==> src/rtl/qam_pkg.sv <==
// Shared definitions for the QAM sample path (modulator and deserializer).
// Latency: n/a (types and constants only).
// Backpressure: n/a.
package qam_pkg;

    // Word-alignment state of the deserializer.
    typedef enum logic {
        HUNT   = 1'b0,
        LOCKED = 1'b1
    } qam_state_e;

    // Default sample word width, shared with the modulator.
    localparam int QAM_SAMPLE_WIDTH = 8;

    // Default number of consecutive missing markers tolerated while locked.
    localparam int QAM_MAX_MISS = 3;

    // Counter width able to index 0..n-1, never narrower than one bit.
    function automatic int qam_cnt_w(input int n);
        return (n <= 2) ? 1 : $clog2(n);
    endfunction

endpackage

==> src/rtl/qam_sync_tracker.sv <==
// Word-boundary tracker: follows frame markers, keeps bit position and miss count.
// Latency: capture/word_done are combinational on the current cycle; state, locked, sync_err registered.
// Backpressure: none; one bit is consumed every cycle regardless of downstream state.
//
// Ports: clk/rst (sync, active-high), sync_i frame marker; cap_en_o/cap_pos_o say whether
// and where the current serial bit lands, word_done_o flags the last bit of a word,
// realign_o flags a fresh word start that discards any partial word, locked_o/sync_err_o
// are the registered status outputs.
module qam_sync_tracker
    import qam_pkg::*;
#(
    parameter int WIDTH    = QAM_SAMPLE_WIDTH,
    parameter int MAX_MISS = QAM_MAX_MISS,
    localparam int CW      = qam_cnt_w(WIDTH)
) (
    input  logic          clk,
    input  logic          rst,
    input  logic          sync_i,
    output logic          cap_en_o,
    output logic [CW-1:0] cap_pos_o,
    output logic          word_done_o,
    output logic          realign_o,
    output logic          locked_o,
    output logic          sync_err_o
);

    localparam int MW = qam_cnt_w(MAX_MISS + 1);
    localparam logic [CW-1:0] LAST_POS = CW'(WIDTH - 1);
    localparam logic [MW-1:0] MISS_LIM = MW'(MAX_MISS);

    qam_state_e    state_q, state_d;
    logic [CW-1:0] bit_cnt_q, bit_cnt_d;
    logic [MW-1:0] miss_cnt_q, miss_cnt_d;
    logic          sync_err_q, sync_err_d;
    logic [MW-1:0] miss_inc;

    assign miss_inc = miss_cnt_q + 1'b1;

    always_comb begin
        state_d     = state_q;
        bit_cnt_d   = bit_cnt_q;
        miss_cnt_d  = miss_cnt_q;
        sync_err_d  = 1'b0;
        cap_en_o    = 1'b0;
        cap_pos_o   = bit_cnt_q;
        word_done_o = 1'b0;
        realign_o   = 1'b0;

        case (state_q)
            HUNT: begin
                if (sync_i) begin
                    state_d    = LOCKED;
                    cap_en_o   = 1'b1;
                    cap_pos_o  = '0;
                    realign_o  = 1'b1;
                    bit_cnt_d  = CW'(1);
                    miss_cnt_d = '0;
                end
            end

            LOCKED: begin
                if (bit_cnt_q == '0) begin
                    // Expected boundary: a missing marker is tolerated (flywheel)
                    // until the miss budget runs out, then that bit is dropped.
                    if (sync_i) begin
                        miss_cnt_d = '0;
                        cap_en_o   = 1'b1;
                        bit_cnt_d  = CW'(1);
                    end else if (miss_inc == MISS_LIM) begin
                        state_d    = HUNT;
                        bit_cnt_d  = '0;
                        miss_cnt_d = '0;
                    end else begin
                        miss_cnt_d = miss_inc;
                        cap_en_o   = 1'b1;
                        bit_cnt_d  = CW'(1);
                    end
                end else if (sync_i) begin
                    // Marker mid-word: the transmitter restarted; adopt its framing.
                    sync_err_d = 1'b1;
                    cap_en_o   = 1'b1;
                    cap_pos_o  = '0;
                    realign_o  = 1'b1;
                    bit_cnt_d  = CW'(1);
                    miss_cnt_d = '0;
                end else begin
                    cap_en_o    = 1'b1;
                    word_done_o = (bit_cnt_q == LAST_POS);
                    bit_cnt_d   = (bit_cnt_q == LAST_POS) ? '0 : bit_cnt_q + 1'b1;
                end
            end

            default: begin
                state_d = HUNT;
            end
        endcase
    end

    always_ff @(posedge clk) begin
        if (rst) begin
            state_q    <= HUNT;
            bit_cnt_q  <= '0;
            miss_cnt_q <= '0;
            sync_err_q <= 1'b0;
        end else begin
            state_q    <= state_d;
            bit_cnt_q  <= bit_cnt_d;
            miss_cnt_q <= miss_cnt_d;
            sync_err_q <= sync_err_d;
        end
    end

    assign locked_o   = (state_q == LOCKED);
    assign sync_err_o = sync_err_q;

endmodule

==> src/rtl/qam_sample_deserializer.sv <==
// Rebuilds WIDTH-bit samples from the modulator's serial bit + frame-marker stream.
// Latency: sample_valid rises on the same edge that captures the last bit of a word.
// Backpressure: one-deep output register; a word completing while it is still full is dropped and overflow pulses.
//
// Ports: clk/rst (sync, active-high); bit_in/sync_in serial input; sample_out/sample_valid/
// sample_ready valid-ready output; locked, sync_err, overflow status.
module qam_sample_deserializer
    import qam_pkg::*;
#(
    parameter int WIDTH     = QAM_SAMPLE_WIDTH,
    parameter int MAX_MISS  = QAM_MAX_MISS,
    parameter bit MSB_FIRST = 1'b0
) (
    input  logic             clk,
    input  logic             rst,
    input  logic             bit_in,
    input  logic             sync_in,
    output logic [WIDTH-1:0] sample_out,
    output logic             sample_valid,
    input  logic             sample_ready,
    output logic             locked,
    output logic             sync_err,
    output logic             overflow
);

    localparam int CW = qam_cnt_w(WIDTH);
    localparam logic [CW-1:0] LAST_POS = CW'(WIDTH - 1);

    logic          cap_en;
    logic [CW-1:0] cap_pos;
    logic          word_done;
    logic          realign;
    logic [CW-1:0] bit_idx;

    logic [WIDTH-1:0] shift_q, shift_d;
    logic [WIDTH-1:0] out_q, out_d;
    logic             valid_q, valid_d;
    logic             ovf_q, ovf_d;

    qam_sync_tracker #(
        .WIDTH    (WIDTH),
        .MAX_MISS (MAX_MISS)
    ) u_tracker (
        .clk         (clk),
        .rst         (rst),
        .sync_i      (sync_in),
        .cap_en_o    (cap_en),
        .cap_pos_o   (cap_pos),
        .word_done_o (word_done),
        .realign_o   (realign),
        .locked_o    (locked),
        .sync_err_o  (sync_err)
    );

    assign bit_idx = MSB_FIRST ? (LAST_POS - cap_pos) : cap_pos;

    // shift_d is also the completed word on a word_done cycle, so the sample
    // is available on the very edge that captures its last bit.
    always_comb begin
        shift_d = shift_q;
        if (realign) begin
            shift_d = '0;
        end
        if (cap_en) begin
            shift_d[bit_idx] = bit_in;
        end
    end

    always_comb begin
        out_d   = out_q;
        valid_d = valid_q;
        ovf_d   = 1'b0;
        if (word_done) begin
            if (!valid_q || sample_ready) begin
                out_d   = shift_d;
                valid_d = 1'b1;
            end else begin
                ovf_d = 1'b1;
            end
        end else if (sample_ready) begin
            valid_d = 1'b0;
        end
    end

    always_ff @(posedge clk) begin
        if (rst) begin
            shift_q <= '0;
            out_q   <= '0;
            valid_q <= 1'b0;
            ovf_q   <= 1'b0;
        end else begin
            shift_q <= shift_d;
            out_q   <= out_d;
            valid_q <= valid_d;
            ovf_q   <= ovf_d;
        end
    end

    assign sample_out   = out_q;
    assign sample_valid = valid_q;
    assign overflow     = ovf_q;

endmodule

==> config.mk <==
export PLATFORM = sky130hd
export DESIGN_NAME = qam_sample_deserializer
export DESIGN_NICKNAME = d
export VERILOG_FILES = /design/src/rtl/qam_pkg.sv /design/src/rtl/qam_sync_tracker.sv /design/src/rtl/qam_sample_deserializer.sv
export SDC_FILE = /design/constraint.sdc
export NUM_CORES = 1
export LEC_CHECK = 0
export ABC_AREA = 1
export BUFFER_PORTS_ARGS = -buffer_cell sky130_fd_sc_hd__buf_2
export CORE_ASPECT_RATIO = 1.5
export CORE_UTILIZATION = 55
export CTS_CLUSTER_DIAMETER = 40
export DETAILED_ROUTE_END_ITERATION = 16
export GPL_TIMING_DRIVEN = 1
export PLACE_DENSITY = 0.75
export SYNTH_ARGS = -nofsm -noshare
export SYNTH_HDL_FRONTEND = slang
export SYNTH_SLANG_ARGS = --single-unit
==> constraint.sdc <==
create_clock -name clk -period 2.2 [get_ports clk]
set_clock_uncertainty 0.05 [all_clocks]
set_input_delay 0.22 -clock clk [delete_from_list [all_inputs] [get_ports clk]]
set_output_delay 0.22 -clock clk [all_outputs]
set_load 0.005 [all_outputs]
==> impl_summary.txt <==
----------------------------------------------------
[GRT]
  Maximum number of pins on one net before global-route repair ... 25
  Wire length of the first global-routing pass ... 3950 um
  GRT Overall Usage ... 22.4%
  Sum of overflow across all layers after global routing ... 0
  Number of antenna violations at the first check in global routing ... 0
  Via count of the first global-routing pass ... 998

[Routing]
  Routed wire length ... 2290 um
  Number of design rule violations left after detail routing ... 0
  Vias per cell ... 5.20
  DR iter-0 viols ... 32
  DR vias ... 1102
  Average routed wire per standard cell ... 10.8 um
  Iteration count of the initial detailed-routing pass ... 4
  Antenna-violating nets left ... 0

[Place]
  Worst Setup Slack post-DPL ... 0.156 ns
  Post-DP HPWL ... 1700 um
  Placer Congestion ... 0.838
  Number of port buffers ... 16

[Worst setup path]
  Element type at the critical path end ... flop
  Crit-path cells ... inv_1 > ha_1 > nand3_2 > nand2_2 > nand2_1 > nor2_4 > nand2_1 > nand2_1 > nand3_1 > nand2_1 > inv_1
  CP Data Arrival Time ... 2.07 ns
  Critical path depth in cells ... 11
  Kind of cell with the highest combined delay on the critical path ... simple AND/OR/NAND/NOR gates
  Critical Path Slowest Stage Cell ... sky130_fd_sc_hd__dfxtp_1
  Startpoint kind of the worst setup timing path ... flop
  Class of the most critical setup path ... reg -> reg
  Biggest cell delay along the critical path ... 0.39 ns
  Worst path most repeated cell ... sky130_fd_sc_hd__nand2_1
  Required time of the critical path ... 2.38 ns
  Buffers and inverters on the worst path ... 2
  Worst Reg2Reg Path Length in Cells ... 11
  Maximum fanout count along the critical path ... 12

[Finish]
  Antenna diode instance count ... 0
  Number of nets in the final layout ... 199
  Layout Area Growth over Synthesis ... 8.17%
  Fraction of layout instances using a drive strength above 1 ... 19.5%

[Clock tree]
  Number of setup buffers added after CTS ... 0
  H-Tree Depth ... 1
  Maximum number of buffers from clock root to sink ... 2
  Clock sink count ... 25
  Clock buffer count from CTS ... 3
  Skew-Pair Late Insertion Delay ... 0.31 ns
  Clock-pin slew of the registers on the worst-case setup and hold paths ... 0.13 ns
  Buffer cell driving the clock tree root ... sky130_fd_sc_hd__clkbuf_4
  Clock tree from TritonCTS ... yes

[Synth]
  Most used standard cells in the synthesized netlist ... sky130_fd_sc_hd__nand2_1 (27), sky130_fd_sc_hd__dfxtp_1 (25), sky130_fd_sc_hd__nor2_1 (25)
  Net count after synthesis ... 182
  Avg Cell Area, Syn ... 7.22 um2
  Count of distinct cell types in the synthesized netlist ... 20
  Post-Syn Instances ... 174
  Share of the synthesized area in the top cell type ... 39.8%
  Commonest register cell after synthesis ... sky130_fd_sc_hd__dfxtp_1
  Number of warning messages in the yosys log ... 0
  Cell types with the largest area share after synthesis ... sky130_fd_sc_hd__dfxtp_1 (40%), sky130_fd_sc_hd__nand3_1 (8.4%), sky130_fd_sc_hd__nand2_1 (8.1%), sky130_fd_sc_hd__nor2_1 (7.5%), sky130_fd_sc_hd__inv_1 (6.9%)
  Number of flops mapped to enable cells by yosys ... 0
  Most frequent cell after synthesis ... sky130_fd_sc_hd__nand2_1
  Post-synth top area cell ... sky130_fd_sc_hd__dfxtp_1
  FF+latch count, synth ... 25
  Share of synthesized area occupied by flip-flops and latches ... 39.8%
  Asr flop ratio synth ... 0%
  Synth Cell Area ... 1260 um2

[Timing]
  Max Clock Freq ... 529 MHz
  Shortest period the worst path allows ... 1.89 ns
  Setup TNS after final layout ... 0 ns
  Final cycle utilization of the critical path ... 86.0%
  Worst Hold Slack ... 0.187 ns
  Setup repair after global routing missed its margin ... no
  Number of setup violations in the final report ... 0
  Slew at the pin closest to its max-slew limit ... 0.418 ns
  Slew margin rel. ... 72.1%
  Hold violation total from the final report ... 0
  Number of pins with negative max-slew slack in the final report ... 0
  PnR worst setup slack ... 0.309 ns

[Floorplan]
  Horizontal die dimension ... 41.0 um
  Initial cell density of the core ... 59.8%
  Chip height ... 60.5 um
  Standard-cell rows ... 20
  Core area ... 2100 um2
  Die area ... 2480 um2
  I/O pin count ... 17

[Worst hold path]
  Cells on Worst Hold Path ... 3
  Class of the tightest hold or removal check ... in -> reg

[Run status]
  Outcome ... completed

[Power and ir drop]
  Power after layout ... 0.747 mW
  Leak ... 0.624 nW
  Worst vdd ir ... 0.371 mV
  Total power per unit cell area ... 549 nW/um2

[Job]
  Max Cap Viol ... 0

----------------------------------------------------
==> cells in the final DEF, fill, tap and decap left out, drive strengths merged <==
cell / count
o21ai: 7
buf: 16
nand2: 33
dfxtp: 25
ha: 3
nor2: 30
clkbuf: 4
a21oi: 14
inv: 26
nand4: 4
o31ai: 2
nor3: 3
nand3: 23
==> through the flow <==
step / instances / util (%) / cell area [um2]
floorplan: 174 / - / 1260
global placement: 208 / 63.1 / 1330
detailed placement: 208 / 63.1 / 1330
CTS: 212 / 64.3 / 1350
global route: 212 / 64.6 / 1360
finish: 212 / 64.6 / 1360
==> what timing repair did <==
item	in CTS	in global routing
resized for setup	0	2
hold buffers	0	0
setup endpoints to repair	0	5
==> metal layers <==
metal | part of all wire [%] | global-route usage, % | wire [um] | vias to the layer above
met5 | 0 | 0 | 0 | -
met3 | 1.7 | 2.20 | 40 | 2
li1 | - | - | - | 588
met2 | 50 | 39.1 | 1150 | 11
met4 | 0.83 | 9.05 | 19 | 0
met1 | 47 | 26.3 | 1080 | 501
==> cell families after synthesis <==
family	share of synthesized area [%]
adder cells (fa/ha/maj)	2.99
flip-flops	39.8
buffers and inverters	10.8
AO/OA/AOI/OAI	9.56
AND/OR/NAND/NOR	36.9
==> flip-flops by register name, summed over array words and instances (netlist names) <==
signal	count
u_tracker.sync_err_o	1
u_tracker.miss_cnt_q	2
sample_valid	1
u_tracker.bit_cnt_q	3
u_tracker.locked_o	1
overflow	1
sample_out	8
shift_q	8
==> report_power, final <==
part	total (mW)	internal, mW	switching (mW)
combinational	0.0779	0.0229	0.0550
clock	0.199	0.0707	0.128
sequential	0.470	0.461	0.00857
==> worst min-delay path, cell delays in order <==
cell and delay, ns:
sky130_fd_sc_hd__buf_2 0.13, sky130_fd_sc_hd__nand3_1 0.10, sky130_fd_sc_hd__a21oi_1 0.07
==> layout make-up <==
type	instances	area, um2
multi-input combinational	119	627
inverter	26	97.6
tap	22	27.5
fill	204	743
sequential	25	500
timing repair buffer	16	80.1
clock buffer	4	26.3
==> worst paths after layout <==
check | slack (ns) | startpoint | endpoint
max | 0.31 | u_tracker.bit_cnt_q[0] | sample_out[3]
min | 0.19 | bit_in | shift_q[2]
max reg2reg | 0.31 | u_tracker.bit_cnt_q[0] | sample_out[3]
min reg2reg | 0.46 | u_tracker.miss_cnt_q[1] | u_tracker.miss_cnt_q[1]
Note: power is estimated with default switching activity, not from simulation.
